## src/rtl/disp_scan_mux.sv

```systemverilog
// disp_scan_mux: time-multiplexed scanner for a common-anode multi-digit
// 7-segment display. It steps one digit per REFRESH_DIV clocks and presents
// that digit's nibble and active-low enable.
//
// Loaded values are double-buffered in a shadow register. They move to the
// active register only at the frame boundary, which is the tick that wraps
// to digit 0.
//
// Build macro DISP_LZB_EN enables leading-zero blanking. In that build a
// digit k>=1 is dark when digits k..NDIGITS-1 are all zero.
module disp_scan_mux #(
    parameter int NDIGITS     = 4,
    parameter int REFRESH_DIV = 50000
) (
    input  logic                   clk,
    input  logic                   rst_n,
    input  logic                   load,
    input  logic [4*NDIGITS-1:0]   value,
    input  logic                   blank,
    output logic [3:0]             nibble,
    output logic [NDIGITS-1:0]     an_n,
    output logic [2:0]             digit_idx,
    output logic                   frame_tick,
    output logic                   pending
);
    localparam int              VW         = 4 * NDIGITS;
    localparam int              PW         = (REFRESH_DIV > 1) ? $clog2(REFRESH_DIV) : 1;
    localparam logic [PW-1:0]   PRESC_LAST = PW'(REFRESH_DIV - 1);
    localparam logic [2:0]      IDX_LAST   = 3'(NDIGITS - 1);

    logic [PW-1:0]      presc_q, presc_d;
    logic [2:0]         idx_q, idx_d;
    logic [VW-1:0]      active_q, active_d;
    logic [VW-1:0]      shadow_q, shadow_d;
    logic               pending_q, pending_d;
    logic [3:0]         nibble_q, nibble_d;
    logic [NDIGITS-1:0] an_n_q, an_n_d;
    logic               frame_tick_q, frame_tick_d;
    logic               tick;
    logic               boundary;
    logic [2:0]         idx_next;

    function automatic logic [3:0] pick_nibble(input logic [VW-1:0] v, input logic [2:0] k);
        logic [3:0] n;
        n = 4'd0;
        for (int i = 0; i < NDIGITS; i++) begin
            if (k == 3'(i)) n = v[4*i +: 4];
        end
        return n;
    endfunction

`ifdef DISP_LZB_EN
    // True when slot k (k>=1) and every more significant digit are zero.
    function automatic logic leading_zero(input logic [VW-1:0] v, input logic [2:0] k);
        logic nz;
        nz = 1'b0;
        for (int i = 0; i < NDIGITS; i++) begin
            if (3'(i) >= k) nz = nz | (|v[4*i +: 4]);
        end
        return (k != 3'd0) && !nz;
    endfunction
`endif

    // Next-state: prescaler, scan index, double buffer and registered outputs.
    always_comb begin
        tick         = (presc_q == PRESC_LAST);
        idx_next     = (idx_q == IDX_LAST) ? 3'd0 : idx_q + 3'd1;
        boundary     = tick && (idx_q == IDX_LAST);
        presc_d      = tick ? '0 : presc_q + PW'(1);
        idx_d        = idx_q;
        active_d     = active_q;
        shadow_d     = shadow_q;
        pending_d    = pending_q;
        nibble_d     = nibble_q;
        an_n_d       = an_n_q;
        frame_tick_d = boundary;

        if (load) begin
            shadow_d  = value;
            pending_d = 1'b1;
        end
        // A load coincident with the boundary bypasses the shadow entirely.
        if (boundary) begin
            if (load)           active_d = value;
            else if (pending_q) active_d = shadow_q;
            pending_d = 1'b0;
        end

        // active_d already carries the boundary bypass, so digit 0 shows the new value.
        if (tick) begin
            idx_d    = idx_next;
            nibble_d = pick_nibble(active_d, idx_next);
            an_n_d   = '1;
            if (!blank) begin
                for (int i = 0; i < NDIGITS; i++) begin
                    an_n_d[i] = (idx_next != 3'(i));
                end
`ifdef DISP_LZB_EN
                if (leading_zero(active_d, idx_next)) an_n_d = '1;
`endif
            end
        end
    end

    // State and output registers with asynchronous active-low reset.
    always_ff @(posedge clk or negedge rst_n) begin
        if (!rst_n) begin
            presc_q      <= '0;
            idx_q        <= IDX_LAST;
            active_q     <= '0;
            shadow_q     <= '0;
            pending_q    <= 1'b0;
            nibble_q     <= 4'd0;
            an_n_q       <= '1;
            frame_tick_q <= 1'b0;
        end else begin
            presc_q      <= presc_d;
            idx_q        <= idx_d;
            active_q     <= active_d;
            shadow_q     <= shadow_d;
            pending_q    <= pending_d;
            nibble_q     <= nibble_d;
            an_n_q       <= an_n_d;
            frame_tick_q <= frame_tick_d;
        end
    end

    assign nibble     = nibble_q;
    assign an_n       = an_n_q;
    assign digit_idx  = idx_q;
    assign frame_tick = frame_tick_q;
    assign pending    = pending_q;

endmodule

```

## config.mk

```make
export PLATFORM = sky130hd
export DESIGN_NAME = disp_scan_mux
export DESIGN_NICKNAME = d
export VERILOG_FILES = /design/src/rtl/disp_scan_mux.sv
export SDC_FILE = /design/constraint.sdc
export NUM_CORES = 1
export LEC_CHECK = 0
export ABC_AREA = 1
export CORE_MARGIN = 1
export CORE_UTILIZATION = 44
export CTS_BUF_LIST = sky130_fd_sc_hd__clkbuf_2 sky130_fd_sc_hd__clkbuf_4 sky130_fd_sc_hd__clkbuf_8
export DETAILED_ROUTE_END_ITERATION = 8
export HOLD_SLACK_MARGIN = 0.08
export PLACE_DENSITY = 0.74
export SLEW_MARGIN = 10
export SYNTH_ARGS = -nofsm -noshare
export SYNTH_HDL_FRONTEND = slang
export SYNTH_SLANG_ARGS = --single-unit
```

## constraint.sdc

```tcl
create_clock -name clk -period 2.2 [get_ports clk]
set_input_delay 0.44 -clock clk [delete_from_list [all_inputs] [get_ports clk]]
set_output_delay 0.44 -clock clk [all_outputs]
set_load 0.01 [all_outputs]
```

Word level (Yosys, flattened, before mapping)
Cells that the tools add are included.
{"block": "word_totals", "output_inout_bits": 13, "reg_bits": 61}
{"block": "op_classes", "reduce_logical": 4, "n_eq_ne": 8, "add_sub_neg": 2, "muxes": 12}
{"cell": "$mux 16", "count": 4}
{"cell": "$mux 4", "count": 5}
{"cell": "$add 16x1->16 const B", "count": 1}
{"cell": "$eq 16x16->1 const B", "count": 1}
{"cell": "$eq 3x2->1 const B", "count": 3}
{"cell": "$ne 3x2->1 const B", "count": 2}
{"cell": "$add 3x1->3 const B", "count": 1}
{"cell": "$eq 3x1->1 const B", "count": 1}
{"cell": "$logic_not 3->1", "count": 1}
{"cell": "$mux 3", "count": 1}
{"cell": "$ne 3x1->1 const B", "count": 1}
{"cell": "$reduce_bool 3->1", "count": 1}
{"cell": "$mux 1", "count": 2}
{"cell": "$reduce_bool 2->1", "count": 1}
{"cell": "$logic_and 1x1->1", "count": 1}

Longest topological paths before layout
Gate-level depths: netlist (run 1).
{"block": "depth", "ltp_word": 7, "mapped_depth": 14, "depth_no_buf": 13}

Worst setup path after synthesis (run 1)
OpenSTA, ideal clock, no wires.
{"block": "synth_timing", "path_type": "register to register", "start": "register idx_q[0], in the netlist digit_idx[0]", "end": "register nibble_q[3], in the netlist nibble[3]", "setup_slack_ns": 0.447, "stages_incl_launch_ff": 13, "t_required_ns": 2.135, "arrival_time_ns": 1.688, "setup_time_ns": 0.065, "path_buffers": 1, "cell_sequence": "dfstp_2 -> ha_1 -> inv_1 -> nor2_4 -> buf_4 -> inv_1 -> nor2_2 -> nand2_1 -> nand2_1 -> a21oi_1 -> nand2_2 -> nand2_1 -> nand2_1"}
{"block": "synth_via", "word_cells_on_any_way": 13}
{"element": "start, declared", "line": "32", "rtl": "logic [2:0] idx_q, idx_d;"}
{"element": "start signal, assigned", "line": "118", "rtl": "idx_q <= idx_d;"}
{"element": "$eq 3x2->1", "line": "68", "rtl": "boundary = tick && (idx_q == IDX_LAST);"}
{"element": "$logic_and 1x1->1", "line": "68"}
{"element": "$mux 16", "line": "83", "rtl": "if (boundary) begin"}
{"element": "net active_d[11]", "line": "33", "rtl": "logic [VW-1:0] active_q, active_d;"}
{"element": "$mux 4 (2 in a row)", "line": "47", "rtl": "if (k == 3'(i)) n = v[4*i +: 4];"}
{"element": "end signal, assigned", "line": "122", "rtl": "nibble_q <= nibble_d;"}
{"element": "end, declared", "line": "36", "rtl": "logic [3:0] nibble_q, nibble_d;"}
The timed path passes the listed nets, and every way through them passes these cells.
A chain may end at the register's enable or synchronous reset.

Worst setup path in the final report (run 1)
{"block": "layout_timing", "start": "register idx_q[1], in the netlist digit_idx[1]", "end": "register nibble_q[0], in the netlist nibble[0]"}
{"block": "layout_via", "elab_chain_cells": 7, "word_cells_on_any_way": 13}
{"element": "$add 3x1->3 or $eq 3x2->1 (tied branches)", "line": "67, 68"}
{"element": "$mux 3 or $logic_and 1x1->1 (tied branches)", "line": "67, 68"}
{"element": "$logic_not 3->1 or $mux 16 (tied branches)", "line": "47, 83"}
{"element": "$mux 4 (3 in a row)", "line": "47"}
{"element": "$mux 4 *", "line": "47"}
Every way passes the cells marked *; elsewhere a longest branch is shown, timed or not.

==> reports/results.ini, run 1 <==
[run_status]
status = finished, final reports clean

[grt]
antenna_found_initial = 0
grt_pass1_wl_um = 12140
overflow = 0
grt_max_degree = 62
grt_usage = 0.2047
grt_pass1_vias = 2651

[clock_network]
postCtsHoldBufs = 0
cts_max_level = 3
numCtsBuffers = 9
cts_resized = 0
clock-sinks = 61
path_clk_slew_ns = 0.06
cts_buffer_depth = 2
root_buffer = clkbuf_8
cts_setup_buffers = 0
clk_latency_ns = 0.33
cts_tree = yes

[drt]
vias = 2806
avgRoutedWirePerCell_um = 12.41
wirelength_um = 7175
dr.pass1.iters = 4
drt-initial-drc-count = 230
viasPerCell = 4.855
drc = 0
ant_nets = 0

[finish]
drive_gt1_frac = 0.1545
utilization = 0.5511
final_cells = 578
insertedDiodeCount = 0
design_area_sq_um = 4019
nNetsFinal = 500
syn_to_final_growth_pct = 20.53

[worst_setup_path]
critical_path.max_stage_delay_ns = 0.59
crit_top_cell = nand2_1
arrival_ns = 2.24
worstSetupEndpointType = register
cp-start-kind = register
worstPathMaxFanout = 6
crit_chain = ha_1 -> nor2_1 -> nor2_1 -> nor2_1 -> nand3_1 -> nand2_1 -> nand2_1 -> nand2_1 -> nand2_1 -> nand2_1
critPathSlowestCell = dfstp_2
cp.required_ns = 2.42
timing_worst_setup_path_type = register to register

[placed_design]
place_ws_ns = 0.1303
port_buffers = 32
gp_congestion = 0.8770
dp.cells = 562
dpl-instance-area_sq_um = 3814
post-dp-hpwl_um = 5230

[timing]
whs_ns = 0.09448
layout_setup_ws_ns = 0.1795
max_freq_ghz = 0.4949
rsz0062_at_grt = no
final.min_clock_period_ns = 2.021
final.period_utilization = 0.9184
fin_setup_tns_ns = 0
worstMarginPinSlew_ns = 0.5908
slew_viol_final = 0
relSlewSlack = 0.6020
setup_viol = 0
clock_skew_ns = 0.007433
hold_viol = 0

[logic_synthesis]
synth_compound_area_frac = 0.05253
ys_seq_elements = 61
synth_area_leaders = dfrtp_1 (41%), nand2_1 (19%), inv_1 (4.8%)
synth_area_sq_um = 3334
synth_top_area_cell = dfrtp_1
syn_inst = 431
synth_top_family_by_area = simple AND/OR/NAND/NOR gates
async_flop_share = 1.000
synth_nets = 457
synthXorXnorAreaFrac = 0.01576
syn_area_per_cell_sq_um = 7.737
synthDistinctLibCells = 39
synthAdderAreaFrac = 0.02251
yosys.area_share.simple = 0.3797
yosys.area.top_type_share = 0.4128
yosysWarnings = 0
synth-edff-count = 0
yosysSeqAreaShare = 0.4600
synth_ff_type = dfrtp_1
synthMuxAreaShare = 0

[die]
core_area_sq_um = 7292
io_pins = 33
start_util = 0.4573
die_h_um = 89.06
die-width_um = 89.06
dieArea_sq_um = 7931
num_rows = 31

[power]
total_power_mw = 2.345
leakage_nw = 2.004
ir_drop_mv = 0.4310
cellPowerDensity_nw_per_um2 = 583.5

[hold_path]
hold_class = input port to asynchronous set/reset pin

[flow_run]
drv_cap = 0

cells by family after synthesis:
group	after synthesis
and+or+nand+nor	271
DFF	61
buffers and inverters	56
AOI/OAI and AO/OA	31
xor gates and xnor gates	6
adders and majority gates	6
cells in the final DEF, fill, tap and decap left out, types with 2 or more instances in the layout:
cell type | Yosys | layout
a21boi_0 | 2 | 2
a21oi_1 | 7 | 7
a31oi_1 | 4 | 4
and2_1 | 4 | 4
buf_12 | 0 | 2
buf_4 | 1 | 6
clkbuf_4 | 0 | 5
clkbuf_8 | 0 | 10
clkdlybuf4s50_1 | 0 | 31
dfrtp_1 | 55 | 55
dfstp_2 | 6 | 6
ha_1 | 6 | 6
inv_1 | 43 | 43
inv_2 | 2 | 2
nand2_1 | 171 | 171
nand2_2 | 13 | 13
nand3_1 | 20 | 20
nand3_2 | 6 | 6
nand4_1 | 3 | 3
nor2_1 | 31 | 31
nor2_2 | 6 | 6
nor2_4 | 9 | 9
o21ai_0 | 14 | 14
xor2_1 | 5 | 5
state kept, by name, indices dropped and copies added, names as in the netlist:
signal / flops
active_q: 16
nibble: 4
presc_q: 16
pending: 1
digit_idx: 3
shadow_q: 16
an_n: 4
frame_tick: 1
final timing paths:
kind	start	to	slack, ns	cells after the start
worst max register to register	digit_idx[1]	nibble[0]	0.18	10
worst min register to register	presc_q[0]	presc_q[0]	0.46	1
worst min-delay path	rst_n	shadow_q[10]	0.09	2
worst max-delay path	digit_idx[1]	nibble[0]	0.18	10
max in group asynchronous	rst_n	an_n[2]	1.76	2
min in group clk	presc_q[0]	presc_q[0]	0.46	1
metal layers:
metal  track usage  wire (um)  up-vias
met4       0.07937        110        0
met1        0.2734       3444     1321
met2        0.3329       3321       56
met5             0          0        -
met3       0.03693        299        9
li1              -          -     1420
area by class of cell:
class                      instances  area [sq um]
timing repair buffer              40         400.4
inverter                          48         186.4
tap                               99         123.9
clock inverter                     1         30.03
sequential                        61          1534
clock buffer                      15         175.2
fill                             718          3273
multi-input combinational        314          1569
synthesized netlist by cell type (2+ instances only):
cell        n
inv_2       2
dfstp_2     6
nor2_2      6
buf_2       3
xor2_1      5
nand4_1     3
clkbuf_1    3
a21oi_1     7
nor2_4      9
nand2_1   171
o21ai_0    14
ha_1        6
and2_1      4
nor2_1     31
a31oi_1     4
nand2_2    13
dfrtp_1    55
a21boi_0    2
inv_1      43
nand3_2     6
nand3_1    20
critical path, delay by kind of cell (launching register included):
kind                       cells  cell delay [ns]
adders and majority gates      1             0.22
DFF                            1             0.59
and+or+nand+nor                9             1.11
power breakdown:
group	leakage, nW	switching [mW]	internal, mW
clock network	0.109	0.415	0.619
logic	1.18	0.0782	0.0680
registers	0.717	0.0133	1.15
Note: power is estimated with default switching activity, not from simulation.
==> run 2, diff against run 1 <==
--- a/config.mk
+++ b/config.mk
@@ -12,6 +12,7 @@
 export DETAILED_ROUTE_END_ITERATION = 8
 export HOLD_SLACK_MARGIN = 0.08
 export PLACE_DENSITY = 0.74
+export SKIP_CTS_REPAIR_TIMING = 1
 export SLEW_MARGIN = 10
 export SYNTH_ARGS = -nofsm -noshare
 export SYNTH_HDL_FRONTEND = slang
==> results of run 2 <==
Same layout as run 1: the final DEF is identical, and so are final timing and power.
==> run 3, diff against run 2 <==
--- a/config.mk
+++ b/config.mk
@@ -7,11 +7,11 @@
 export LEC_CHECK = 0
 export ABC_AREA = 1
 export CORE_MARGIN = 1
-export CORE_UTILIZATION = 44
+export CORE_UTILIZATION = 30
 export CTS_BUF_LIST = sky130_fd_sc_hd__clkbuf_2 sky130_fd_sc_hd__clkbuf_4 sky130_fd_sc_hd__clkbuf_8
 export DETAILED_ROUTE_END_ITERATION = 8
 export HOLD_SLACK_MARGIN = 0.08
-export PLACE_DENSITY = 0.74
+export PLACE_DENSITY = 0.57
 export SKIP_CTS_REPAIR_TIMING = 1
 export SLEW_MARGIN = 10
 export SYNTH_ARGS = -nofsm -noshare
==> run 3 against run 2 <==
Non-clock buffer count decreased by 1; cell count increased by 6.7%; clock skew grew 0.0011 ns; maximum frequency shrank 0.11%; sequential power barely moved; worst hold slack about the same; routed wire length rose by 6.5%; power is 6.7% lower; combinational power hardly changed; critical path depth stayed put; setup slack got worse by 0.0023 ns; highest routed layer unchanged.
==> reports/results.ini, run 3 (synthesized netlist as in run 1, its figures left out) <==
[timing]
layout_setup_ws_ns = 0.1772
final.min_clock_period_ns = 2.023
worstMarginPinSlew_ns = 0.6079
fin_setup_tns_ns = 0
clock_skew_ns = 0.008574
setup_viol = 0
relSlewSlack = 0.5948
final.period_utilization = 0.9195
hold_viol = 0
whs_ns = 0.09426
rsz0062_at_grt = no
slew_viol_final = 0
max_freq_ghz = 0.4944

[die]
start_util = 0.3076
core_area_sq_um = 10840
dieArea_sq_um = 11540
num_rows = 38
io_pins = 33
die-width_um = 107.4
die_h_um = 107.4

[drt]
vias = 2743
wirelength_um = 7641
drt-initial-drc-count = 118
ant_nets = 0
drc = 0
viasPerCell = 4.446
dr.pass1.iters = 4
avgRoutedWirePerCell_um = 12.38

[worst_setup_path]
worstPathMaxFanout = 6
timing.rr.start = digit_idx[1]
rr_worst_depth = 10
cp.required_ns = 2.43
crit_chain = ha_1 -> nor2_1 -> nor2_1 -> nor2_1 -> nand3_1 -> nand2_1 -> nand2_1 -> nand2_1 -> nand2_1 -> nand2_1
crit_top_cell = nand2_1
arrival_ns = 2.25
critical_path.max_stage_delay_ns = 0.60
r2r_slack_ns = 0.18
worstSetupEndpointType = register
critPathSlowestCell = dfstp_2
timing_worst_setup_path_type = register to register
cp-start-kind = register
r2r-end = nibble[1]

[placed_design]
port_buffers = 32
dpl-instance-area_sq_um = 3857
dp.cells = 602
post-dp-hpwl_um = 5772
gp_congestion = 0.8541
place_ws_ns = 0.1650

[power]
cellPowerDensity_nw_per_um2 = 542.9
leakage_nw = 1.977
total_power_mw = 2.188
ir_drop_mv = 0.3821

[clock_network]
root_buffer = clkbuf_8
clock-sinks = 61
numCtsBuffers = 9
cts_tree = yes
cts_max_level = 3
clk_latency_ns = 0.34
cts_buffer_depth = 2
path_clk_slew_ns = 0.07

[grt]
overflow = 0
antenna_found_initial = 0
grt_pass1_wl_um = 13350
grt_max_degree = 30
grt_usage = 0.1501
grt_pass1_vias = 2796

[run_status]
status = finished, final reports clean

[finish]
top_regs = active_q x16, presc_q x16, shadow_q x16
drive_gt1_frac = 0.1509
utilization = 0.3718
layout.cells.most_common = nand2_1
nNetsFinal = 499
syn_to_final_growth_pct = 20.86
insertedDiodeCount = 0
mostFrequentLayoutCells = nand2_1 (171), dfrtp_1 (55), inv_1 (43)
design_area_sq_um = 4030
final_cells = 617

[hold_path]
hold_class = input port to asynchronous set/reset pin

[flow_run]
drv_cap = 0

## run 3: cell types whose count changed in the layout (fill, tap and decap cells not counted)
cell	delta
bufinv_16	-1
buf_4	-1
clkinvlp_4	+1
nand3_2	-1
nand3_4	+1
clkbuf_4	-5
clkinv_2	+4
## run 3: routing by layer
metal,GRT usage,share of wire,up-vias
li1,-,-,1416
met1,0.2031,0.51,1272
met3,0.03208,0.031,11
met5,0,0,-
met2,0.2313,0.45,44
met4,0.06360,0.019,0
## run 3: layout make-up
| cell class | count | area, sq um |
|---|---|---|
| multi-input cells | 314 | 1577 |
| well taps | 140 | 175.2 |
| clock buffers | 10 | 137.6 |
| fillers | 1166 | 6810 |
| clock inverters | 5 | 27.53 |
| repair buffers | 39 | 392.9 |
| inverters | 48 | 186.4 |
| flip-flops and latches | 61 | 1534 |
## run 3: worst max-delay path by stage
stage               depth (start not counted)          from  slack, ns         to
global placement                           11          load       0.15  nibble[1]
floorplan                                  12  digit_idx[0]       0.45  nibble[3]
finish                                     10  digit_idx[1]       0.18  nibble[1]
CTS                                        12  digit_idx[1]       0.19  nibble[1]
global route                               12  digit_idx[1]       0.01  nibble[1]
detailed placement                         11          load       0.16  nibble[1]
## run 3: power breakdown
group	switching (mW)	internal, mW
logic	0.0810	0.0678
clock network	0.452	0.425
registers	0.0124	1.15
total	0.545	1.64
## run 3: worst max-delay path: cells and delay by family (launching register included)
kind,cells,cell delay (ns)
adders and majority gates,1,0.22
DFF,1,0.60
and+or+nand+nor,9,1.10
